[src/rtl/fetch_unit.sv]
// fetch_unit: instruction fetch stage feeding the IF/ID pipeline register.
// Owns the fetch PC, keeps at most one imem request in flight, parks one
// returned instruction while IF/ID is stalled, and drops any response that
// belongs to a fetch killed by a redirect.
//
//   state | meaning
//   ------+---------------------------------------------------------------
//   REQ   | presenting a request at r_pc, waiting for imem_req_ready
//   WAIT  | one request outstanding, waiting for its response
//   HOLD  | response parked in the buffer, slot still occupied by a stalled
//         | instruction; no new request until the slot is consumed
//   DRAIN | a killed request is still outstanding; its response is dropped
module fetch_unit #(
    parameter logic [63:0] RESET_PC = 64'h8000_0000
) (
    input  logic        clk,
    input  logic        rst,
    input  logic        stall,
    input  logic        redirect,
    input  logic [63:0] redirect_pc,
    output logic        imem_req_valid,
    input  logic        imem_req_ready,
    output logic [63:0] imem_req_addr,
    input  logic        imem_resp_valid,
    input  logic [31:0] imem_resp_data,
    output logic        if_valid,
    output logic [63:0] if_pc,
    output logic [31:0] if_inst
);

    typedef enum logic [1:0] {
        S_REQ   = 2'd0,
        S_WAIT  = 2'd1,
        S_HOLD  = 2'd2,
        S_DRAIN = 2'd3
    } state_t;

    state_t      r_state;
    state_t      w_state_nxt;

    logic [63:0] r_pc;
    logic [63:0] r_inflight_pc;

    logic        r_out_valid;
    logic [63:0] r_out_pc;
    logic [31:0] r_out_inst;

    logic        r_buf_valid;
    logic [63:0] r_buf_pc;
    logic [31:0] r_buf_inst;

    logic        w_consume;
    logic        w_slot_free;
    logic        w_handshake;
    logic        w_resp_to_slot;
    logic        w_resp_to_buf;
    logic        w_buf_to_slot;
    logic [63:0] w_redirect_pc_al;

    // Slot is consumed by IF/ID only when nothing holds it and no flush kills it.
    assign w_consume        = r_out_valid && !stall && !redirect;
    assign w_slot_free      = !r_out_valid || w_consume;

    // Request is withdrawn combinationally on redirect and while in reset.
    assign imem_req_valid   = (r_state == S_REQ) && !redirect && !rst;
    assign imem_req_addr    = r_pc;
    assign w_handshake      = imem_req_valid && imem_req_ready;

    // Data-movement events; all of them are suppressed by a redirect.
    assign w_resp_to_slot   = !redirect && (r_state == S_WAIT) && imem_resp_valid && w_slot_free;
    assign w_resp_to_buf    = !redirect && (r_state == S_WAIT) && imem_resp_valid && !w_slot_free;
    assign w_buf_to_slot    = !redirect && (r_state == S_HOLD) && w_consume;

    assign w_redirect_pc_al = {redirect_pc[63:2], 2'b00};

    assign if_valid         = r_out_valid;
    assign if_pc            = r_out_pc;
    assign if_inst          = r_out_inst;

    // FSM state register.
    always_ff @(posedge clk) begin
        if (rst) begin
            r_state <= S_REQ;
        end else begin
            r_state <= w_state_nxt;
        end
    end

    // Next-state logic; redirect dominates stall and response.
    always_comb begin
        w_state_nxt = r_state;
        if (redirect) begin
            // An outstanding request whose response has not shown up yet must be drained.
            if (((r_state == S_WAIT) || (r_state == S_DRAIN)) && !imem_resp_valid) begin
                w_state_nxt = S_DRAIN;
            end else begin
                w_state_nxt = S_REQ;
            end
        end else begin
            case (r_state)
                S_REQ: begin
                    if (w_handshake) begin
                        w_state_nxt = S_WAIT;
                    end
                end
                S_WAIT: begin
                    if (imem_resp_valid) begin
                        w_state_nxt = w_slot_free ? S_REQ : S_HOLD;
                    end
                end
                S_HOLD: begin
                    if (w_consume) begin
                        w_state_nxt = S_REQ;
                    end
                end
                S_DRAIN: begin
                    if (imem_resp_valid) begin
                        w_state_nxt = S_REQ;
                    end
                end
                default: begin
                    w_state_nxt = S_REQ;
                end
            endcase
        end
    end

    // Fetch PC: reset vector, redirect target, or advance by one word on handshake.
    always_ff @(posedge clk) begin
        if (rst) begin
            r_pc <= RESET_PC;
        end else if (redirect) begin
            r_pc <= w_redirect_pc_al;
        end else if (w_handshake) begin
            r_pc <= r_pc + 64'd4;
        end
    end

    // Remember the address of the outstanding request so its response can be tagged.
    always_ff @(posedge clk) begin
        if (rst) begin
            r_inflight_pc <= '0;
        end else if (w_handshake) begin
            r_inflight_pc <= r_pc;
        end
    end

    // Output slot driving IF/ID.
    always_ff @(posedge clk) begin
        if (rst || redirect) begin
            r_out_valid <= 1'b0;
            r_out_pc    <= '0;
            r_out_inst  <= '0;
        end else if (w_resp_to_slot) begin
            r_out_valid <= 1'b1;
            r_out_pc    <= r_inflight_pc;
            r_out_inst  <= imem_resp_data;
        end else if (w_buf_to_slot) begin
            r_out_valid <= r_buf_valid;
            r_out_pc    <= r_buf_pc;
            r_out_inst  <= r_buf_inst;
        end else if (w_consume) begin
            // Consumed with nothing to replace it; pc/inst keep their last value.
            r_out_valid <= 1'b0;
        end
    end

    // One-entry buffer catching a response that arrives while the slot is stalled.
    always_ff @(posedge clk) begin
        if (rst || redirect) begin
            r_buf_valid <= 1'b0;
            r_buf_pc    <= '0;
            r_buf_inst  <= '0;
        end else if (w_resp_to_buf) begin
            r_buf_valid <= 1'b1;
            r_buf_pc    <= r_inflight_pc;
            r_buf_inst  <= imem_resp_data;
        end else if (w_buf_to_slot) begin
            r_buf_valid <= 1'b0;
        end
    end

endmodule

[config.mk]
export PLATFORM = sky130hd
export DESIGN_NAME = fetch_unit
export DESIGN_NICKNAME = d
export VERILOG_FILES = /design/src/rtl/fetch_unit.sv
export SDC_FILE = /design/constraint.sdc
export NUM_CORES = 1
export LEC_CHECK = 0
export CAP_MARGIN = 20
export CORE_MARGIN = 2
export CORE_UTILIZATION = 35
export DETAILED_ROUTE_END_ITERATION = 7
export SYNTH_ARGS = -nofsm -noshare
export SYNTH_HDL_FRONTEND = slang
export SYNTH_SLANG_ARGS = --single-unit
[constraint.sdc]
create_clock -name clk -period 3.08 [get_ports clk]
set_input_delay 0.924 -clock clk [delete_from_list [all_inputs] [get_ports clk]]
set_output_delay 0.924 -clock clk [all_outputs]
set_load 0.02 [all_outputs]
==> results.md, run 1 <==
- Status: completed
- Share of the yosys chip area belonging to registers: 46.1%
- CTS tree: built
- Core box area: 0.0386 mm2
- Layout cells sized above 1: 8.99%
- WP data arrival: 1.92 ns
- Hold bufs inserted after CTS: 0
- Layout area overhead: 35.0%
- Worst VDD drop: 0.317 mV
- PD cells: 512 mW/mm2
- Die Area: 0.0408 mm2
- Vias in the first global route: 12.4k
- Post-synth EDFFs: 0
- Max-cap violations: 0
- Primary FF master, synth: dfxtp_1
- Leak: 7.33 nW
- Final WL: 46200 um
- Multiplexer area fraction after synthesis: 7.46%
- GRT overflow: 0
- Slowest CP cell: or4_4
- 1st-iter DRT viols: 1160
- Synthesized instance count: 1674
- Vias post-DR: 13.3k
- Initial antenna violation count: 1
- CTS resizes: 1
- Top cells by area, synth: dfxtp_1 (46%), nand2_1 (10%), mux2i_1 (7.3%)
- Root buf cell: clkbuf_16
- Synth Area in Compound Gates: 15.7%
- Setup violators final: 0
- Worst setup margin: 0.234 ns
- Psw: 2.33 mW
- Top-area cell type share of the netlist area: 46.1%
- Clk pin slew, worst setup/hold paths: 0.06 ns
- Tcrit/Tclk final: 92.4%
- Clock power frac: 45.7%
- Startpoint Class: register
- Filler cell count in the final layout: 3676
- H-tree depth reported by CTS: 2
- Worst-case clock skew: 0.0177 ns
- Die X: 202 um
- Setup WS pre-CTS: -0.0206 ns
- Die Y: 202 um
- DP Cell Count: 2403
- Gp weighted congestion: 0.914
- Worst EP required: 2.16 ns
- Synth area leader: dfxtp_1
- Pint: 7.15 mW
- Slew at the pin closest to its max-slew limit: 1.12 ns
- Residual DRC: 0
- Seq pwr share: 45.5%
- Setup TNS: 0 ns
- Initial Util: 35.5%
- Final slew viol count: 0
- Num rows: 72
- Via density: 5.39
- CTS max path bufs: 3
- IO Pins: 264
- Flops & latches, synth: 316
- Async SR Flop Fraction: 0%
- Critical-path cell list: or4_4 -> clkinv_2 -> dlygate4sd2_1
- Clk_lat worst skew: 0.53 ns
- Hold crit path type: reg2reg
- Largest net degree at the start of global routing: 69
- Unrepaired setup endpoints after global routing: false
- WL/cell: 18.7 um
- Fmax: 0.351 GHz
- Tmin final: 2.85 ns
- # nets final: 2026
- Main combinational cell family by area after synthesis: simple AND/OR/NAND/NOR gates
- Switching Share: 24.6%
- Post-Synth XOR/XNOR Area: 0.638%
- Fraction of the mapped netlist area in adder cells: 0.0911%
- Cell Count, Final, Fillers Out: 2465
- Max incr delay on CP: 0.57 ns
- Hold Vio Cnt, Final: 0
- Mean Syn Cell Area: 8.20 um2
- Area of the mapped netlist: 0.0137 mm2
- Synth warn: 0
- Critical path peak fanout: 9
- Clk sinks: 316
- Global Route Usage Sum: 22.1%
- Synth Area in Simple Gates: 25.7%
- Post-CTS setup buffer count: 0
- First-pass GRT wire length: 72300 um
- Comb pwr share: 8.8%
- DRT Pass-1 Iters: 7
- Post-route ant nets: 0
- Pwr Total: 9.48 mW
- CTS buffer count: 36
- I/O Buffers: 257
- Worst slew margin: 25.1%
- Distinct cells, synth: 70
- Critical path class: reg2out
- CP endpoint kind: primary output
- DP HPWL: 32300 um
worst paths after layout:
check             slack [ns]              start                end  cells past startpoint
setup / recovery        0.23         r_state[0]     imem_req_valid                      3
hold / removal          0.45     r_buf_inst[16]     r_buf_inst[16]                      2
setup reg to reg        0.52  imem_req_addr[26]  imem_req_addr[62]                      5
hold reg to reg         0.45     r_buf_inst[16]     r_buf_inst[16]                      2
power groups by stage:
stage | Combinational, mW | Sequential, mW | Clock [mW]
6_report | 0.837 | 4.31 | 4.33
5_1_grt | 0.895 | 4.32 | 4.60
4_1_cts | 0.836 | 4.31 | 4.43
3_5_place_dp | 0.831 | 4.40 | 0
3_3_place_gp | 0.826 | 4.40 | 0
2_1_floorplan | 0.297 | 4.44 | 0
area by class of cell:
class                           instances  area, um2  share of cell area [%]
Inverter                               10       38.8                   0.209
Multi-Input combinational cell       1218       6870                    37.1
Antenna cell                            1       2.50                  0.0135
Clock inverter                         10        130                   0.702
Sequential cell                       316       6330                    34.1
Tap cell                              518        648                    3.50
Clock buffer                           51       1070                    5.76
Timing Repair Buffer                  341       3450                    18.6
cells by family after synthesis:
family	Yosys count
other	1
adders and majority gates	1
muxes	102
DFF	316
and+or+nand+nor	764
xor gates and xnor gates	10
AOI/OAI and AO/OA	337
buffers and inverters	143
synth_stat cells (all sizes together) (4+ instances only):
cell type,instances
o22ai,5
or4,13
nor2,143
nand3,96
nor3,21
mux2i,100
nand2,372
o21ai,23
inv,9
nor4,17
or3,14
a21oi,135
xor2,7
a311o,4
and2,9
dfxtp,316
a311oi,6
a31oi,23
clkbuf,85
a211oi,99
and4,6
o31ai,6
buf,48
nand4,37
o211ai,8
and3,21
routing by layer:
layer  track usage [%]  vias to the layer above  part of all wire, %
li1                  -                     6433                    -
met1              31.1                     6306                   47
met2              34.1                      474                   44
met3              4.77                       68                  7.4
met4              5.75                        0                  2.2
met5                 0                        -                    0
worst max-delay path, delay by kind of cell (launching register included):
family | cells | cell delay, ns
flip-flops | 1 | 0.43
buffers and inverters | 2 | 0.39
AND/OR/NAND/NOR | 1 | 0.57
registers in the layout, indices dropped and copies added (netlist names):
name	count
imem_req_addr	62
r_state	2
r_buf_inst	32
if_pc	62
r_buf_pc	62
if_inst	32
r_inflight_pc	62
if_valid	1
r_buf_valid	1
layout by cell type (no fill, tap or decap), types with 6 or more instances in the layout:
cell	instances
and3_1	21
xor2_1	7
buf_12	21
and4_1	6
nand2_1	369
nor3_1	17
a211oi_1	99
o21ai_0	23
inv_1	7
clkdlybuf4s50_1	254
clkbuf_8	11
o211ai_1	8
nor4_1	15
clkbuf_16	36
and2_1	9
a311oi_1	6
mux2i_1	100
o31ai_1	6
or3_1	14
dfxtp_1	316
a31oi_1	23
or4_1	12
nand4_1	32
nand3_1	91
buf_4	63
a21oi_1	135
nor2_1	141
clkinv_2	6
stage by stage:
step           hold WS [ns]  utilization [%]  instance area [um2]
2_1_floorplan         0.436                -                13700
3_3_place_gp          0.439             44.9                17300
3_5_place_dp          0.445             44.9                17300
4_1_cts               0.451             48.0                18500
5_1_grt               0.464             48.0                18500
6_report              0.450             48.0                18500
Power figures use the tool's default switching activity.
==> run 2, diff against run 1 <==
--- a/config.mk
+++ b/config.mk
@@ -5,6 +5,7 @@
 export SDC_FILE = /design/constraint.sdc
 export NUM_CORES = 1
 export LEC_CHECK = 0
+export ABC_AREA = 1
 export CAP_MARGIN = 20
 export CORE_MARGIN = 2
 export CORE_UTILIZATION = 35
==> run 2 against run 1 <==
Final cell count increased by 13%. Critical path depth increased by 2. First-iteration DRC count decreased by 5.3%. Non-clock buffer count decreased by 52. Clock power fell by 6.2%. Utilization is 2.3 points lower. Design area shrank 2.3%. Register-to-register slack gained 0.26 ns. Count of clock-buffer cells in the layout shrank 7. Combinational power shrank 2.5%. Critical path type is now in2out. Largest cell class unchanged. Highest routed layer unchanged.
==> results.md, run 2 <==
- R2R Path End: imem_req_addr[60]
- PD cells: 507 mW/mm2 (-0.89%)
- Slew at the pin closest to its max-slew limit: 0.932 ns (-0.191 ns)
- Worst R2R Setup Slack: 0.78 ns (+0.26 ns)
- Post-CTS setup buffer count: 0 (unchanged)
- DP Cell Count: 2725 (+13%)
- GRT overflow: 0 (unchanged)
- Clk pin slew, worst setup/hold paths: 0.06 ns (about the same)
- Num rows: 73 (+1.4%)
- Worst setup margin: 0.217 ns (-0.0173 ns)
- Most frequent cells in the layout: nand2_1 (622), dfxtp_1 (316), nor2_1 (305)
- Synthesized instance count: 2026 (+21%)
- Post-route cell area: 0.0181 mm2 (-2.3%)
- Largest net degree at the start of global routing: 96 (+39%)
- Critical path peak fanout: 3 (-6)
- Top-area cell type share of the netlist area: 45.1% (-0.94 points)
- ANT cells: 0 (-1)
- H-tree depth reported by CTS: 2 (unchanged)
- CP endpoint kind: primary output
- Tcrit/Tclk final: 93.0% (+0.56 points)
- DRT Pass-1 Iters: 6 (-1)
- Critical path class: in2out
- Gp weighted congestion: 0.960 (+5.0%)
- Final WL: 49900 um (+8.1%)
- Tmin final: 2.86 ns (+0.0173 ns)
- R2R Path Start: imem_req_addr[3]
- Area of the mapped netlist: 0.0140 mm2 (+2.1%)
- Hold Vio Cnt, Final: 0 (unchanged)
- Async SR Flop Fraction: 0% (unchanged)
- HP Start: r_buf_inst[25]
- Final Util: 45.7% (-2.3 points)
- Setup violators final: 0 (unchanged)
- Fmax: 0.349 GHz (-0.61%)
- Hold crit path type: reg2reg
- Crit. path cell count: 5 (+2)
- Startpoint Class: primary input
- Synth top cells by count: nand2_1 (622), dfxtp_1 (316), nor2_1 (305)
- Vias post-DR: 14.2k (+6.6%)
- Filler cell count in the final layout: 4073 (+11%)
- Setup WS pre-CTS: -0.00156 ns (+0.0191 ns)
- Post-route ant nets: 0 (unchanged)
- Hold EP: r_buf_inst[25]
- Status: completed
- CTS max path bufs: 3 (unchanged)
- Leak: 6.63 nW (-9.6%)
- Distinct cells, synth: 40 (-43%)
- FF+latch area: 0.00633 mm2 (unchanged)
- Post-synth EDFFs: 0 (unchanged)
- Commonest non-fill, non-tap cell in the layout: nand2_1
- Worst VDD drop: 0.260 mV (-18%)
- Clk_lat worst skew: 0.52 ns (about the same)
- Initial Util: 35.3% (-0.17 points)
- Cell Count, Final, Fillers Out: 2784 (+13%)
- Unrepaired setup endpoints after global routing: false
- Vias in the first global route: 13.2k (+6.4%)
- Initial antenna violation count: 0 (-1)
- Core box area: 0.0396 mm2 (+2.6%)
- Max-cap violations: 0 (unchanged)
- Primary FF master, synth: dfxtp_1
- CP Launch Point: redirect
- Buffer and inverter count on the worst path: 3 (+1)
- Die X: 204 um (+1.0%)
- Share of the yosys chip area belonging to registers: 45.1% (-0.94 points)
- 1st-iter DRT viols: 1099 (-5.3%)
- WP data arrival: 1.94 ns (+0.02 ns)
- CTS tree: built
- CTS buffer count: 35 (-2.8%)
- Mean Syn Cell Area: 6.92 um2 (-16%)
- First-pass GRT wire length: 76200 um (+5.4%)
- Root buf cell: clkbuf_16
- Global Route Usage Sum: 23.4% (+1.3 points)
- Synth area leader: dfxtp_1
- Placed Area: 0.0170 mm2 (-1.9%)
- IO Pins: 264 (unchanged)
- DP HPWL: 34000 um (+5.3%)
- Worst-case clock skew: 0.0211 ns (+0.00338 ns)
- Multi-input gate area: 0.00659 mm2 (-4.0%)
- Max incr delay on CP: 0.59 ns (+0.02 ns)
- CTS resizes: 0 (-1)
- Slowest CP cell: clkdlybuf4s50_1
- # nets final: 2340 (+15%)
- Top Family by Delay on Critical Path: buffers and inverters
- Top cells by area, synth: dfxtp_1 (45%), nand2_1 (17%), nor2_1 (8.2%)
- Synth warn: 0 (unchanged)
- Count leader, synth: nand2_1
- Layout area overhead: 29.2%
- WL/cell: 17.9 um (-4.3%)
- Die Y: 204 um (+1.0%)
- Clk sinks: 316 (unchanged)
- I/O Buffers: 257 (unchanged)
- Hold path cells: 2 (unchanged)
- Layout cells sized above 1: 6.24% (-2.8 points)
- Worst Reg-to-Reg Cells: 11 (+6)
- Worst slew margin: 37.9% (+13 points)
- Flops & latches, synth: 316 (unchanged)
- Die Area: 0.0417 mm2 (+2.0%)
- Worst EP required: 2.16 ns (about the same)
- Hold bufs inserted after CTS: 0 (unchanged)
- Via density: 5.09 (-5.6%)
- Residual DRC: 0 (unchanged)
- Critical-path cell list: buf_2 -> nor2_4 -> nand2_1 -> inv_1 -> clkdlybuf4s50_1
- Final slew viol count: 0 (unchanged)
==> run 2: changes by cell type in the layout (fill, tap and decap cells not counted), moves of 39 or more <==
cell,previous run,this run
a211oi_1,99,2
nand2_1,369,622
a21oi_1,135,56
inv_1,7,135
buf_4,63,24
a31oi_1,23,109
mux2i_1,100,0
nor2_1,141,305
o21ai_0,23,161
==> run 2: where the power goes <==
part	switching, mW	internal [mW]	total, mW
clock	1.71	2.36	4.06
combinational	0.476	0.339	0.816
sequential	0.125	4.17	4.30
==> run 2: cell families (layout without fill, tap and decap cells) <==
kind of cell / Yosys count / in the layout / synth area share, %
simple gates: 1065 / 1065 / 30.9
compound gates: 369 / 369 / 15.1
flops: 316 / 316 / 45.1
buf+inv: 260 / 490 / 7.89
xor+xnor: 14 / 14 / 0.875
fa+ha+maj: 1 / 1 / 0.0893
other cells: 1 / 4 / 0.0268
==> run 2: final cells by class <==
| class | count | share of cell area [%] |
|---|---|---|
| Multi-Input combinational cell | 1453 | 36.4 |
| Tap cell | 525 | 3.63 |
| Clock inverter | 15 | 0.767 |
| Inverter | 142 | 2.97 |
| Sequential cell | 316 | 34.9 |
| Clock buffer | 44 | 5.25 |
| Timing Repair Buffer | 289 | 16.0 |
==> run 2: stage by stage <==
step	power [mW]	TNS (ns)	hold slack (ns)
after detailed placement	5.20	-0.00156	0.452
final	9.18	0	0.459
after global placement	5.19	0	0.448
after global routing	9.49	0	0.469
after floorplan	4.76	0	0.440
after CTS	9.25	0	0.462
==> run 2: metal layers <==
| metal | part of all wire [%] | global-route usage (%) |
|---|---|---|
| met1 | 46 | 32.4 |
| met2 | 44 | 37.4 |
| met5 | 0 | 0 |
| met3 | 6.4 | 3.19 |
| met4 | 3.1 | 7.79 |
==> run 2: worst min-delay path: cells and delay by family (launching register included) <==
| family | cells | cell delay, ns |
|---|---|---|
| AND/OR/NAND/NOR | 1 | 0.06 |
| AO/OA/AOI/OAI | 1 | 0.05 |
| flip-flops | 1 | 0.31 |
==> run 2: how the worst max path moves through the flow <==
stage | to | slack [ns]
final | imem_req_valid | 0.22
after floorplan | imem_req_valid | 0.43
after global placement | if_pc[36] | 0.02
after detailed placement | if_pc[40] | -0.002
after global routing | imem_req_valid | 0.09
after CTS | imem_req_valid | 0.20
==> run 3, diff against run 2 <==
--- a/config.mk
+++ b/config.mk
@@ -7,6 +7,7 @@
 export LEC_CHECK = 0
 export ABC_AREA = 1
 export CAP_MARGIN = 20
+export CORE_ASPECT_RATIO = 0.9
 export CORE_MARGIN = 2
 export CORE_UTILIZATION = 35
 export DETAILED_ROUTE_END_ITERATION = 7
==> run 3 against run 2 <==
Maximum frequency decreased by 0.84%. Worst hold slack about the same. Non-clock buffer count is 2 higher. Via count about the same. First-iteration DRC count increased by 11%. Worst setup slack got worse by 0.024 ns. Routed wire length fell by 0.54%. Final cell count up 0.40%. Largest cell class unchanged.
==> results.md, run 3 (same netlist as run 2, synthesis figures left out) <==
- Status: completed
- Worst Reg-to-Reg Cells: 11 (unchanged)
- Layout cells sized above 1: 6.19% (-0.055 points)
- R2R Path End: imem_req_addr[60]
- Unrepaired setup endpoints after global routing: false
- Die Area: 0.0417 mm2 (about the same)
- Hold crit path type: reg2reg
- Initial antenna violation count: 2 (+2)
- Slew at the pin closest to its max-slew limit: 0.730 ns (-0.202 ns)
- Max-cap violations: 0 (unchanged)
- Final slew viol count: 0 (unchanged)
- CTS tree: built
- Final WL: 49700 um (-0.54%)
- ANT cells: 0 (unchanged)
- Filler cell count in the final layout: 4028 (-1.1%)
- Placed Area: 0.0171 mm2 (+0.29%)
- Worst-case clock skew: 0.0203 ns (-0.000745 ns)
- CP endpoint kind: primary output
- HP Start: r_buf_inst[13]
- CTS resizes: 0 (unchanged)
- R2R Path Start: imem_req_addr[3]
- Num rows: 69 (-5.5%)
- Worst EP required: 2.16 ns (about the same)
- Worst R2R Setup Slack: 0.91 ns (+0.13 ns)
- Setup TNS: 0 ns (unchanged)
- DRT Pass-1 Iters: 7 (+1)
- Root buf cell: clkbuf_16
- H-tree depth reported by CTS: 2 (unchanged)
- GRT overflow: 0 (unchanged)
- Critical path class: reg2out
- Worst VDD drop: 0.267 mV (+2.4%)
- Worst slew margin: 51.3% (+13 points)
- Commonest non-fill, non-tap cell in the layout: nand2_1
- Hold EP: r_buf_inst[13]
- Global Route Usage Sum: 23.3% (-0.10 points)
- WP data arrival: 1.96 ns (+0.02 ns)
- Clk sinks: 316 (unchanged)
- Post-route cell area: 0.0181 mm2 (+0.25%)
- Leak: 6.62 nW (-0.13%)
- First-pass GRT wire length: 76700 um (+0.64%)
- Gp weighted congestion: 0.922 (-3.9%)
- PD cells: 504 mW/mm2 (-0.51%)
- CTS buffer count: 35 (unchanged)
- Die Y: 194 um (-5.0%)
- Layout area overhead: 29.5%
- Clk pin slew, worst setup/hold paths: 0.06 ns (about the same)
- Via density: 5.06 (-0.48%)
- I/O Buffers: 257 (unchanged)
- DP HPWL: 34900 um (+2.6%)
- Setup violators final: 0 (unchanged)
- Residual DRC: 0 (unchanged)
- Hold Vio Cnt, Final: 0 (unchanged)
- Startpoint Class: register
- Core box area: 0.0395 mm2 (-0.47%)
- Largest net degree at the start of global routing: 97 (+1.0%)
- Fmax: 0.346 GHz (-0.84%)
- WL/cell: 17.8 um (-0.93%)
- Initial Util: 35.5% (+0.17 points)
- # nets final: 2342 (+0.085%)
- Post-CTS setup buffer count: 0 (unchanged)
- IO Pins: 264 (unchanged)
- CTS max path bufs: 3 (unchanged)
- Most frequent cells in the layout: nand2_1 (622), dfxtp_1 (316), nor2_1 (305)
- Vias post-DR: 14.2k (-0.085%)
- Vias in the first global route: 13.1k (-0.68%)
- Hold path cells: 2 (unchanged)
- Critical path peak fanout: 5 (+2)
- Clk_lat worst skew: 0.53 ns (about the same)
- 1st-iter DRT viols: 1220 (+11%)
- Post-route ant nets: 0 (unchanged)
- Die X: 215 um (+5.3%)
- Tmin final: 2.89 ns (+0.0241 ns)
- Tcrit/Tclk final: 93.7% (+0.78 points)
- Hold bufs inserted after CTS: 0 (unchanged)
-- run 3: cell types whose count changed in the layout (fill, tap and decap cells not counted), moves of 2 or more --
cell	change
clkbuf_1	+5
clkinvlp_4	+3
buf_12	+2
clkbuf_8	+2
clkinv_2	-5
-- run 3: layout make-up --
type,count,area [um2],share of cell area (%)
tap,532,666,3.67
sequential,316,6330,34.9
clock inverter,10,88.8,0.490
inverter,142,537,2.96
multi-input combinational,1453,6590,36.3
timing repair buffer,291,2940,16.2
clock buffer,51,996,5.49
-- run 3: metrics by stage --
stage                     std cells  power [mW]  util [%]  worst slack, ns  hold slack, ns
after floorplan                2029        4.76         -            0.434           0.440
after global placement         2734        5.19      43.2           0.0894           0.448
after detailed placement       2734        5.20      43.2           0.0801           0.455
after CTS                      2795        9.25      46.0            0.171           0.463
after global routing           2795        9.48      46.0            0.103           0.479
final                          2795        9.15      46.0            0.193           0.459
-- run 3: where the power goes --
part	leakage, nW	internal, mW	switching [mW]
Combinational	3.54	0.343	0.474
Sequential	2.56	4.17	0.127
Clock	0.521	2.33	1.70
Total	6.62	6.85	2.31
-- run 3: critical path, cell delays in order (launching register included) --
cell and delay (ns):
dfxtp_1 0.35, nor2_1 0.33, nand2_1 0.10, inv_1 0.07, clkdlybuf4s50_1 0.59
-- run 3: per-layer routing --
layer	up-vias	global-route usage, %	wire [um]
met5	-	0	24
met4	4	6.48	1280
met3	82	4.22	3580
met2	537	35.3	21200
met1	6539	33.7	23600
li1	6990	-	-
-- run 3: how the worst max path moves through the flow --
stage                     startpoint                end  slack [ns]  depth (start not counted)
after floorplan                  rst     imem_req_valid        0.43                          5
after global placement      redirect  imem_req_addr[57]        0.09                         10
after detailed placement    redirect  imem_req_addr[57]        0.08                         10
after CTS                 r_state[0]     imem_req_valid        0.17                          4
after global routing      r_state[0]     imem_req_valid        0.10                          4
final                     r_state[1]     imem_req_valid        0.19                          4
